==> src/rtl/mem_port_sequencer.sv <==
// Load/store sequencer in front of the RAM1/serial-port controller: gates 0xBF00 accesses on UART
// readiness, presents each access for a fixed hold window and returns load data with a strobe.
module mem_port_sequencer #(
  parameter int unsigned HOLD_CYCLES = 2,
  parameter logic [15:0] TIMEOUT     = 16'd0,
  parameter logic [15:0] PORT_DATA   = 16'hBF00,
  parameter logic [15:0] PORT_STAT   = 16'hBF01
) (
  input  logic        CLK,
  input  logic        RST,
  input  logic [1:0]  req_read,
  input  logic [1:0]  req_write,
  input  logic [15:0] req_addr,
  input  logic [15:0] req_wdata,
  output logic        stall,
  output logic [15:0] rdata,
  output logic        rdata_valid,
  output logic        illegal_req,
  output logic        timeout_err,
  output logic [1:0]  memRead,
  output logic [1:0]  memWrite,
  output logic [15:0] ram1Address,
  output logic [15:0] dataIn,
  input  logic [15:0] ctrl_dataOut,
  input  logic        tbre,
  input  logic        tsre,
  input  logic        data_ready
);

  localparam logic [15:0] HoldLast = 16'(HOLD_CYCLES - 1);

  typedef enum logic [2:0] {StIdle, StWaitTx, StWaitRx, StAccess, StDone} state_e;

  state_e      r_state, w_state_next;
  logic        r_is_read;
  logic [1:0]  r_code;
  logic [15:0] r_addr, r_wdata, r_rdata;
  logic [15:0] r_wait_cnt, r_hold_cnt;
  logic        r_rdata_valid, r_illegal, r_timeout_err;

  logic        w_rd_any, w_wr_any, w_valid, w_both;
  logic        w_is_data, w_is_stat, w_tx_ready, w_timeout, w_hold_last;
  logic [15:0] w_wait_inc;

  assign w_rd_any    = |req_read;
  assign w_wr_any    = |req_write;
  assign w_valid     = w_rd_any ^ w_wr_any;
  assign w_both      = w_rd_any & w_wr_any;
  assign w_is_data   = (req_addr == PORT_DATA);
  assign w_is_stat   = (req_addr == PORT_STAT);
  assign w_tx_ready  = tbre & tsre;
  // Saturating wait counter; a zero TIMEOUT disables the abort path entirely.
  assign w_wait_inc  = (r_wait_cnt == 16'hFFFF) ? r_wait_cnt : r_wait_cnt + 16'd1;
  assign w_timeout   = (TIMEOUT != 16'd0) && (w_wait_inc >= TIMEOUT);
  assign w_hold_last = (r_hold_cnt == HoldLast);

  always_ff @(posedge CLK) begin
    if (RST) r_state <= StIdle;
    else     r_state <= w_state_next;
  end

  always_comb begin
    w_state_next = r_state;
    case (r_state)
      StIdle: begin
        if (w_valid) begin
          if (w_wr_any && w_is_data && !w_tx_ready)                     w_state_next = StWaitTx;
          else if (w_rd_any && w_is_data && !w_is_stat && !data_ready) w_state_next = StWaitRx;
          else                                                          w_state_next = StAccess;
        end
      end
      StWaitTx: begin
        if (w_tx_ready)     w_state_next = StAccess;
        else if (w_timeout) w_state_next = StDone;
      end
      StWaitRx: begin
        if (data_ready)     w_state_next = StAccess;
        else if (w_timeout) w_state_next = StDone;
      end
      StAccess: if (w_hold_last) w_state_next = StDone;
      StDone:   w_state_next = StIdle;
      default:  w_state_next = StIdle;
    endcase
  end

  always_ff @(posedge CLK) begin
    if (RST) begin
      r_is_read     <= 1'b0;
      r_code        <= 2'b00;
      r_addr        <= 16'h0000;
      r_wdata       <= 16'h0000;
      r_rdata       <= 16'h0000;
      r_wait_cnt    <= 16'h0000;
      r_hold_cnt    <= 16'h0000;
      r_rdata_valid <= 1'b0;
      r_illegal     <= 1'b0;
      r_timeout_err <= 1'b0;
    end else begin
      r_rdata_valid <= 1'b0;
      r_illegal     <= (r_state == StIdle) && w_both;
      case (r_state)
        StIdle: begin
          if (w_valid) begin
            r_addr     <= req_addr;
            r_wdata    <= req_wdata;
            r_is_read  <= w_rd_any;
            r_code     <= w_rd_any ? req_read : req_write;
            r_wait_cnt <= 16'h0000;
            r_hold_cnt <= 16'h0000;
          end
        end
        StWaitTx, StWaitRx: begin
          r_wait_cnt <= w_wait_inc;
          if (w_state_next == StDone) begin
            r_timeout_err <= 1'b1;
            if (r_is_read) begin
              r_rdata       <= 16'h0000;
              r_rdata_valid <= 1'b1;
            end
          end
        end
        StAccess: begin
          r_hold_cnt <= r_hold_cnt + 16'd1;
          if (w_hold_last && r_is_read) begin
            r_rdata       <= ctrl_dataOut;
            r_rdata_valid <= 1'b1;
          end
        end
        default: ;
      endcase
    end
  end

  always_comb begin
    stall    = 1'b0;
    memRead  = 2'b00;
    memWrite = 2'b00;
    case (r_state)
      StIdle:             stall = w_valid;
      StWaitTx, StWaitRx: stall = 1'b1;
      StAccess: begin
        stall = 1'b1;
        if (r_is_read) memRead  = r_code;
        else           memWrite = r_code;
      end
      default: ;
    endcase
  end

  assign rdata       = r_rdata;
  assign rdata_valid = r_rdata_valid;
  assign illegal_req = r_illegal;
  assign timeout_err = r_timeout_err;
  assign ram1Address = r_addr;
  assign dataIn      = r_wdata;

endmodule

==> config.mk <==
export PLATFORM = sky130hd
export DESIGN_NAME = mem_port_sequencer
export DESIGN_NICKNAME = d
export VERILOG_FILES = /design/src/rtl/mem_port_sequencer.sv
export SDC_FILE = /design/constraint.sdc
export NUM_CORES = 1
export LEC_CHECK = 0
export ABC_CLOCK_PERIOD_IN_PS = 2450
export BUFFER_PORTS_ARGS = -buffer_cell sky130_fd_sc_hd__buf_2
export CAP_MARGIN = 20
export CORE_UTILIZATION = 42
export DETAILED_ROUTE_END_ITERATION = 10
export GPL_TIMING_DRIVEN = 0
export PLACE_DENSITY = 0.76
export SLEW_MARGIN = 20
export SYNTH_ARGS = -nofsm -noshare
export SYNTH_HDL_FRONTEND = slang
export SYNTH_SLANG_ARGS = --single-unit
==> constraint.sdc <==
create_clock -name CLK -period 2.45 [get_ports CLK]
set_clock_uncertainty 0.1 [all_clocks]
set_input_delay 0.49 -clock CLK [delete_from_list [all_inputs] [get_ports CLK]]
set_output_delay 0.49 -clock CLK [all_outputs]
set_load 0.005 [all_outputs]
Word level (Yosys, flattened, before mapping):

Cells that the tools add are included.

* flip-flop bits (word level): 73
* bits of input ports: 57
* logic and storage cells: 69

* add/subtract/negate cells: 1
* equal/unequal tests: 11
* mux-type cells: 23
* bitwise gates (word level): 3
* reductions and logical operators: 21

Operators with widths (number)
* 2-to-1 mux 16 bit: 4
* one-hot mux 16 bit (2 select lines): 2
* == test 16 bit, second input constant: 2
* adder 16 x 1 -> 16 bit, second input constant: 1
* == test 16 x 1 -> 1 bit, second input constant: 1
* 2-to-1 mux 2 bit: 6
* 2-to-1 mux 3 bit: 4
* one-hot mux 3 bit (4 select lines): 1
* inequality test 2 bit, second input constant: 4
* logical AND 1 bit: 7
* == test 3 x 2 -> 1 bit, second input constant: 2
* AND reduction 2 bit: 3
* OR reduction 2 bit: 3
* 2-to-1 mux 1 bit: 4
* one-hot mux 1 bit (2 select lines): 2
* AND reduction 4 bit: 1
* nonzero test 2 bit: 2
* == test 3 x 1 -> 1 bit, second input constant: 1
* == test 3 bit, second input constant: 1
* logical NOT 1 bit: 3
* logical NOT 3 bit: 1
* OR reduction 3 bit: 1
* bitwise AND 1 bit: 2
* XOR 1 bit: 1

Longest topological paths before layout:

Gate-level depths: netlist (run 1).

* depth in word-level cells: 11
* depth in mapped cells: 9
* gate-level depth less buffers: 7

Worst setup path after synthesis (run 1):

No wires, ideal clock.

* path type: input-to-reg
* from: input req_write[1]
* to: register r_addr[3], in the netlist ram1Address[3]
* setup time: 0.132 ns
* arrival: 2.049 ns
* data required time: 2.218 ns
* setup slack: 0.169 ns
* stages: 8
* path buffers: 3
* path through: or2_2 -> ha_1 -> or4b_1 -> buf_2 -> buf_6 -> buf_2 -> nand2_1 -> a21oi_1

* cells in the longest elaborated chain, start to end: 3

Ends and longest elaborated chain
* start: declaration: RTL line 12 `input logic [1:0] req_write,`
* OR reduction 2 bit: RTL line 46 `assign w_wr_any = |req_write;`
* XOR 1 bit: RTL line 47 `assign w_valid = w_rd_any ^ w_wr_any;`
* AND reduction 2 bit (no source line)
* end signal: assignment: RTL line 104 `r_addr <= req_addr;`
* end: declaration: RTL line 37 `logic [15:0] r_addr, r_wdata, r_rdata;`

No other way between the ends.
A chain may end at the register's enable or synchronous reset.

Worst setup path after layout (run 1):

* from: register r_state[2]
* to: output memWrite[0]

* cells in the longest elaborated chain, start to end: 2

Ends and longest elaborated chain
* start: declaration: RTL line 34 `state_e r_state, w_state_next;`
* start signal: assignment: RTL line 58 `if (RST) r_state <= StIdle;`
* start signal: assignment: RTL line 59 `else r_state <= w_state_next;`
* == test 3 x 2 -> 1 bit: RTL line 138 `case (r_state)`
* 2-to-1 mux 2 bit: RTL line 138
* end: declaration: RTL line 21 `output logic [1:0] memWrite,`

No other way between the ends.

==> results.yml, run 1 <==
status:
  status: "completed"
critical_path:
  crit_path_top_delay_cell: "dfxtp_1"
  worstPathMaxFanout: 10
  worst-path-stages: 5
  end_kind: "output port"
  critPathLaunchType: "flip-flop"
  max_stage_delay_ps: 300
  required_ps: 1860
  rr_worst_depth: 6
  path_cells: "clkbuf_2, nand3b_1, clkbuf_1, nor3b_1, buf_2"
  critPathArrivalTime_ps: 1740
  cp_num_buf_inv: 3
  r2r_slack_ps: 350
  critPathKind: "reg2out"
  critical_path.top_delay_family: "buffers and inverters"
floorplan:
  die-area_um2: 7739
  coreArea_um2: 6982
  num_rows: 30
  start_util: 0.4446
  dieHeight_um: 87.97
  die_w_um: 87.97
  ioPinCount: 113
power_and_ir_drop:
  seqPwrFrac: 0.462
  p_sw_frac: 0.2801
  p_clk_frac: 0.356
  power.internal_w: 0.002034
  combPwrFrac: 0.183
  power.density_nw_per_um2: 708.4
  power.net_switching_w: 0.0007912
  leakage_nw: 1.694
  vdd_drop_max_mv: 0.4113
logic_synthesis:
  async_reset_ff_frac: 0
  netlist_instances: 381
  synth-seq-cells: 73
  synth_fa_ha_area_frac: 0.01209
  synthXorXnorAreaFrac: 0
  ys_types: 48
  syn-num-nets: 441
  yosysSeqAreaShare: 0.4708
  synthMuxAreaShare: 0.006852
  synth_area_um2: 3104
  synth.avg_cell_area_um2: 8.148
  yosysWarnings: 0
  synth_edf_count: 0
  synth_top_flop_cell: "dfxtp_1"
  yosys.area_share.simple: 0.2801
  synth_top_family_by_area: "simple AND/OR/NAND/NOR gates"
  synth_compound_area_frac: 0.1790
clock_network:
  cts_tree: "done"
  insertion_delay_ps: 340
  clock-root-buffer: "clkbuf_8"
  cts.sinks: 73
  clock_path_buffers: 2
  cts_buffers: 9
  htreeDepth: 3
  cts.clk_slew.worst_paths_ps: 80
sta:
  setup_violations: 0
  rsz0062_at_grt: "no"
  whs_ps: 283.4
  fin_ws_ps: 122.8
  drv_slew: 0
  max_freq_mhz: 429.7
  fin_crit_sh: 0.9499
  hold_viol: 0
  relSlewSlack: 0.6490
  max_slew.worst_pin.slew_ps: 526.4
  fin_setup_tns_ps: 0
  min_period_ps: 2327
global_route:
  grt-ovfl-total: 0
  grt_max_degree: 20
  grt_pass1_vias: 3031
  antenna_found_initial: 0
  grt_pass1_wl_um: 13410
  grt_use_total: 0.2230
drt:
  drtPass1Iterations: 4
  viasPerCell: 5.264
  drc_errors: 0
  routedWlPerCell_um: 13.50
  via_count: 3169
  finalWirelength_um: 8127
  drt_iter0_markers: 172
  drtAntennaViolNets: 0
finish:
  layoutNonFillerInstCount: 602
  area_growth_pct: 28.46
  nNetsFinal: 562
  fill_cells: 659
  drive_above_1_share: 0.2905
  diodes: 0
  final_cell_area_um2: 3988
hold_path:
  worstHoldPathType: "in2reg"
  hold_depth: 3
flow_run:
  maxCapViolCount: 0
placed_design:
  dpl.hpwl_um: 6134
  place_ws_ps: -155.4
  port_buffers: 111
  place_inst: 588
  globalplace.congestion: 0.8348
  dpl_cell_area_um2: 3780
-- power groups by stage --
stage | sequential [W] | clock (W) | combinational [W]
floorplan | 0.00133 | 0 | 0.000302
global placement | 0.00133 | 0 | 0.000506
detailed placement | 0.00133 | 0 | 0.000517
CTS | 0.00130 | 0.00103 | 0.000517
global route | 0.00131 | 0.00108 | 0.000579
finish | 0.00130 | 0.00100 | 0.000516
-- placed cells by master, fill, tap and decap left out, types with 5 or more instances in the layout --
master | synthesis | routed
a21oi_1 | 59 | 59
a31oi_1 | 5 | 5
and3_1 | 5 | 5
buf_2 | 8 | 118
clkbuf_1 | 19 | 20
clkbuf_8 | 0 | 9
dfxtp_1 | 73 | 73
nand2_1 | 75 | 75
nand3_1 | 5 | 5
nand4_1 | 21 | 21
nor2_1 | 15 | 15
nor3_1 | 7 | 7
o21ai_0 | 24 | 24
-- final timing paths --
check,start,end
min reg2reg,dataIn[2],dataIn[2]
min,req_wdata[14],dataIn[14]
max,r_state[2],memWrite[0]
max reg2reg,r_hold_cnt[0],rdata[10]
-- Yosys cell counts (3+ instances only) --
cell,count,area share
nor4_1,3,0.0060
inv_1,4,0.0048
a31oi_1,5,0.010
a21oi_1,59,0.095
nand2_1,75,0.091
and4_1,4,0.011
and3_1,5,0.010
nand3b_1,3,0.0073
dfxtp_1,73,0.47
and2_1,3,0.0060
o21ai_0,24,0.039
nand4_1,21,0.042
clkbuf_1,19,0.023
nand2b_1,4,0.0081
nor3_1,7,0.011
or3_1,4,0.0081
buf_2,8,0.013
ha_1,3,0.012
o211ai_1,4,0.0097
nand3_1,5,0.0081
nor2_1,15,0.018
-- state kept, by name (all words and copies together) (netlist names) --
| name | flops |
|---|---|
| r_hold_cnt | 16 |
| r_state | 3 |
| dataIn | 16 |
| ram1Address | 16 |
| r_code | 2 |
| rdata | 16 |
| illegal_req | 1 |
| rdata_valid | 1 |
| r_is_read | 1 |
| timeout_err | 1 |
-- worst min-delay path: cells and delay by family --
| family | cells | cell delay, ps |
|---|---|---|
| AND/OR/NAND/NOR | 1 | 40 |
| AO/OA/AOI/OAI | 1 | 50 |
| buffers and inverters | 1 | 90 |
-- kinds of logic after synthesis --
group	after synthesis
AO/OA/AOI/OAI	101
buffers and inverters	36
AND/OR/NAND/NOR	166
adder cells (fa/ha/maj)	3
flip-flops	73
multiplexers	2
-- cell type report --
class / count / area (µm²) / area share
Multi-Input combinational cell: 272 / 1484 / 0.3721
Timing Repair Buffer: 111 / 555.5 / 0.1393
Inverter: 4 / 15.01 / 0.003765
Buffer: 31 / 142.6 / 0.03577
Clock buffer: 10 / 127.6 / 0.03200
Tap cell: 96 / 120.1 / 0.03012
Sequential cell: 73 / 1461 / 0.3665
Clock inverter: 5 / 81.33 / 0.02040
-- routing by layer --
layer | global-route usage | vias up | wire length [µm] | share of wire
met5 | 0 | - | 0 | 0
met4 | 0.06706 | 0 | 56 | 0.0069
met3 | 0.06503 | 5 | 539 | 0.066
met2 | 0.3763 | 107 | 3904 | 0.48
met1 | 0.2747 | 1458 | 3626 | 0.45
li1 | - | 1599 | - | -
-- stage by stage --
step / utilization / power, W
3_3_place_gp: 0.5414 / 0.001833
4_1_cts: 0.5708 / 0.002847
6_report: 0.5711 / 0.002825
5_1_grt: 0.5711 / 0.002971
2_1_floorplan: - / 0.001636
3_5_place_dp: 0.5414 / 0.001847
-- timing repair --
item	4_1_cts	5_1_grt
endpoints found under the setup margin	2	2
setup buffers	0	0
gates resized for setup	0	1
hold buffers	0	0
Note: power is estimated with default switching activity, not from simulation.
==> run 2: changes to the inputs <==
- ABC_CLOCK_PERIOD_IN_PS: 2450 -> 2900
- clock period: 2.45 -> 2.9 ns (I/O delays scaled with it)
==> run 2 against run 1 <==
  * Via count down 0.38%
  * Clock-buffer cell count stayed put
  * Critical path depth increased by 1
  * Flip-flop and latch count stayed put
  * Power fell by 15%
  * Hold slack better by 70 ps
  * Critical endpoint is now memRead[0]
  * Largest power group unchanged
==> results.yml, run 2 (same netlist as run 1, synthesis figures left out) <==
status:
  status: "completed"
sta:
  max_freq_mhz: 370.4
  fin_crit_sh: 0.9308
  whs_ps: 353.3
  hold_viol: 0
  fin_ws_ps: 200.5
  drv_slew: 0
  min_period_ps: 2699
  max_slew.worst_pin.slew_ps: 532.0
  rsz0062_at_grt: "no"
  setup_violations: 0
  relSlewSlack: 0.6453
  fin_setup_tns_ps: 0
floorplan:
  dieHeight_um: 87.97
  start_util: 0.4446
  ioPinCount: 113
  die-area_um2: 7739
  coreArea_um2: 6982
  die_w_um: 87.97
  num_rows: 30
flow_run:
  maxCapViolCount: 0
finish:
  multi_input_area_um2: 1484
  area_growth_pct: 28.50
  diodes: 0
  layout_commonest_cell: "buf_2"
  final_cell_mix: "buf_2 (119), nand2_1 (75), dfxtp_1 (73)"
  drive_above_1_share: 0.2899
  seqCellArea_um2: 1461
  nNetsFinal: 563
  fill_cells: 659
critical_path:
  critPathLaunchType: "flip-flop"
  critPathKind: "reg2out"
  r2r_slack_ps: 810
  rr_worst_depth: 6
  r2r_end: "rdata[10]"
  path_cells: "clkbuf_2, and3b_1, buf_2, buf_1, and3_1, buf_2"
  worstPathMaxFanout: 10
  critPathArrivalTime_ps: 2020
  required_ps: 2220
  rr_startpoint: "r_hold_cnt[0]"
  crit_path_top_delay_cell: "buf_1"
  end_kind: "output port"
  max_stage_delay_ps: 360
  crit_top_cell: "buf_2"
power_and_ir_drop:
  power.density_nw_per_um2: 598.8
  leakage_nw: 1.696
  vdd_drop_max_mv: 0.3470
global_route:
  antenna_found_initial: 0
  grt_pass1_vias: 3041
  grt_max_degree: 13
  grt_use_total: 0.2230
  grt_pass1_wl_um: 13410
  grt-ovfl-total: 0
placed_design:
  place_ws_ps: 204.6
  dpl.hpwl_um: 6134
  port_buffers: 111
  globalplace.congestion: 0.8348
drt:
  finalWirelength_um: 8153
  drt_iter0_markers: 150
  via_count: 3157
  viasPerCell: 5.235
  drtPass1Iterations: 5
  drtAntennaViolNets: 0
  drc_errors: 0
  routedWlPerCell_um: 13.52
hold_path:
  hold_depth: 2
  min_from: "dataIn[2]"
  min_to: "dataIn[2]"
  worstHoldPathType: "reg2reg"
clock_network:
  clock-root-buffer: "clkbuf_8"
  cts_hold_buf: 0
  htreeDepth: 3
  cts_resized: 0
  cts.sinks: 73
  cts.clk_slew.worst_paths_ps: 70
  clock_path_buffers: 2
  cts_tree: "done"
  insertion_delay_ps: 350
  cts_buffers: 9
  postCtsSetupRepairBufs: 0
[run 2: cell count changes in the layout (fill, tap and decap cells not counted), sizes merged]
cell and delta:
clkbuf -1, buf +2
[run 2: cell type report]
cell class	count	share of cell area
Timing Repair Buffer	111	0.1393
Clock buffer	10	0.03199
Buffer	32	0.03607
Tap cell	96	0.03011
Multi-Input combinational cell	272	0.3720
Inverter	4	0.003764
Clock inverter	5	0.02039
Sequential cell	73	0.3664
[run 2: per-stage QoR]
step                      area (µm²)  power [W]    util  instances
after floorplan                 3104   0.001382       -        381
after global placement          3780   0.001549  0.5414        588
after detailed placement        3780   0.001561  0.5414        588
after CTS                       3989   0.002407  0.5713        603
after global routing            3989   0.002510  0.5713        603
final                           3989   0.002388  0.5713        603
[run 2: per-layer routing]
layer / vias up / global-route usage / part of all wire
met5: - / 0 / 0
met4: 0 / 0.06706 / 0.0086
met3: 5 / 0.06503 / 0.062
met2: 92 / 0.3791 / 0.48
met1: 1460 / 0.2724 / 0.45
li1: 1600 / - / -
[run 2: worst max-delay path: cells and delay by family (launching register included)]
family	cells	cell delay, ps
AND/OR/NAND/NOR	2	510
flip-flops	1	300
buffers and inverters	4	870
[run 2: worst max path at each step]
stage | from | endpoint | depth (start not counted)
after floorplan | req_write[1] | ram1Address[3] | 8
after global placement | req_write[1] | ram1Address[5] | 7
after detailed placement | req_write[1] | ram1Address[5] | 7
after CTS | r_state[2] | memRead[0] | 6
after global routing | r_state[2] | memRead[1] | 6
final | r_state[2] | memRead[0] | 6
[run 2: power by group]
part,total [W],leakage [nW],switching [W],internal [W]
registers,0.00110,0.593,0.0000330,0.00107
logic,0.000436,1.00,0.000267,0.000169
clock network,0.000851,0.102,0.000371,0.000480
total,0.00239,1.70,0.000671,0.00172
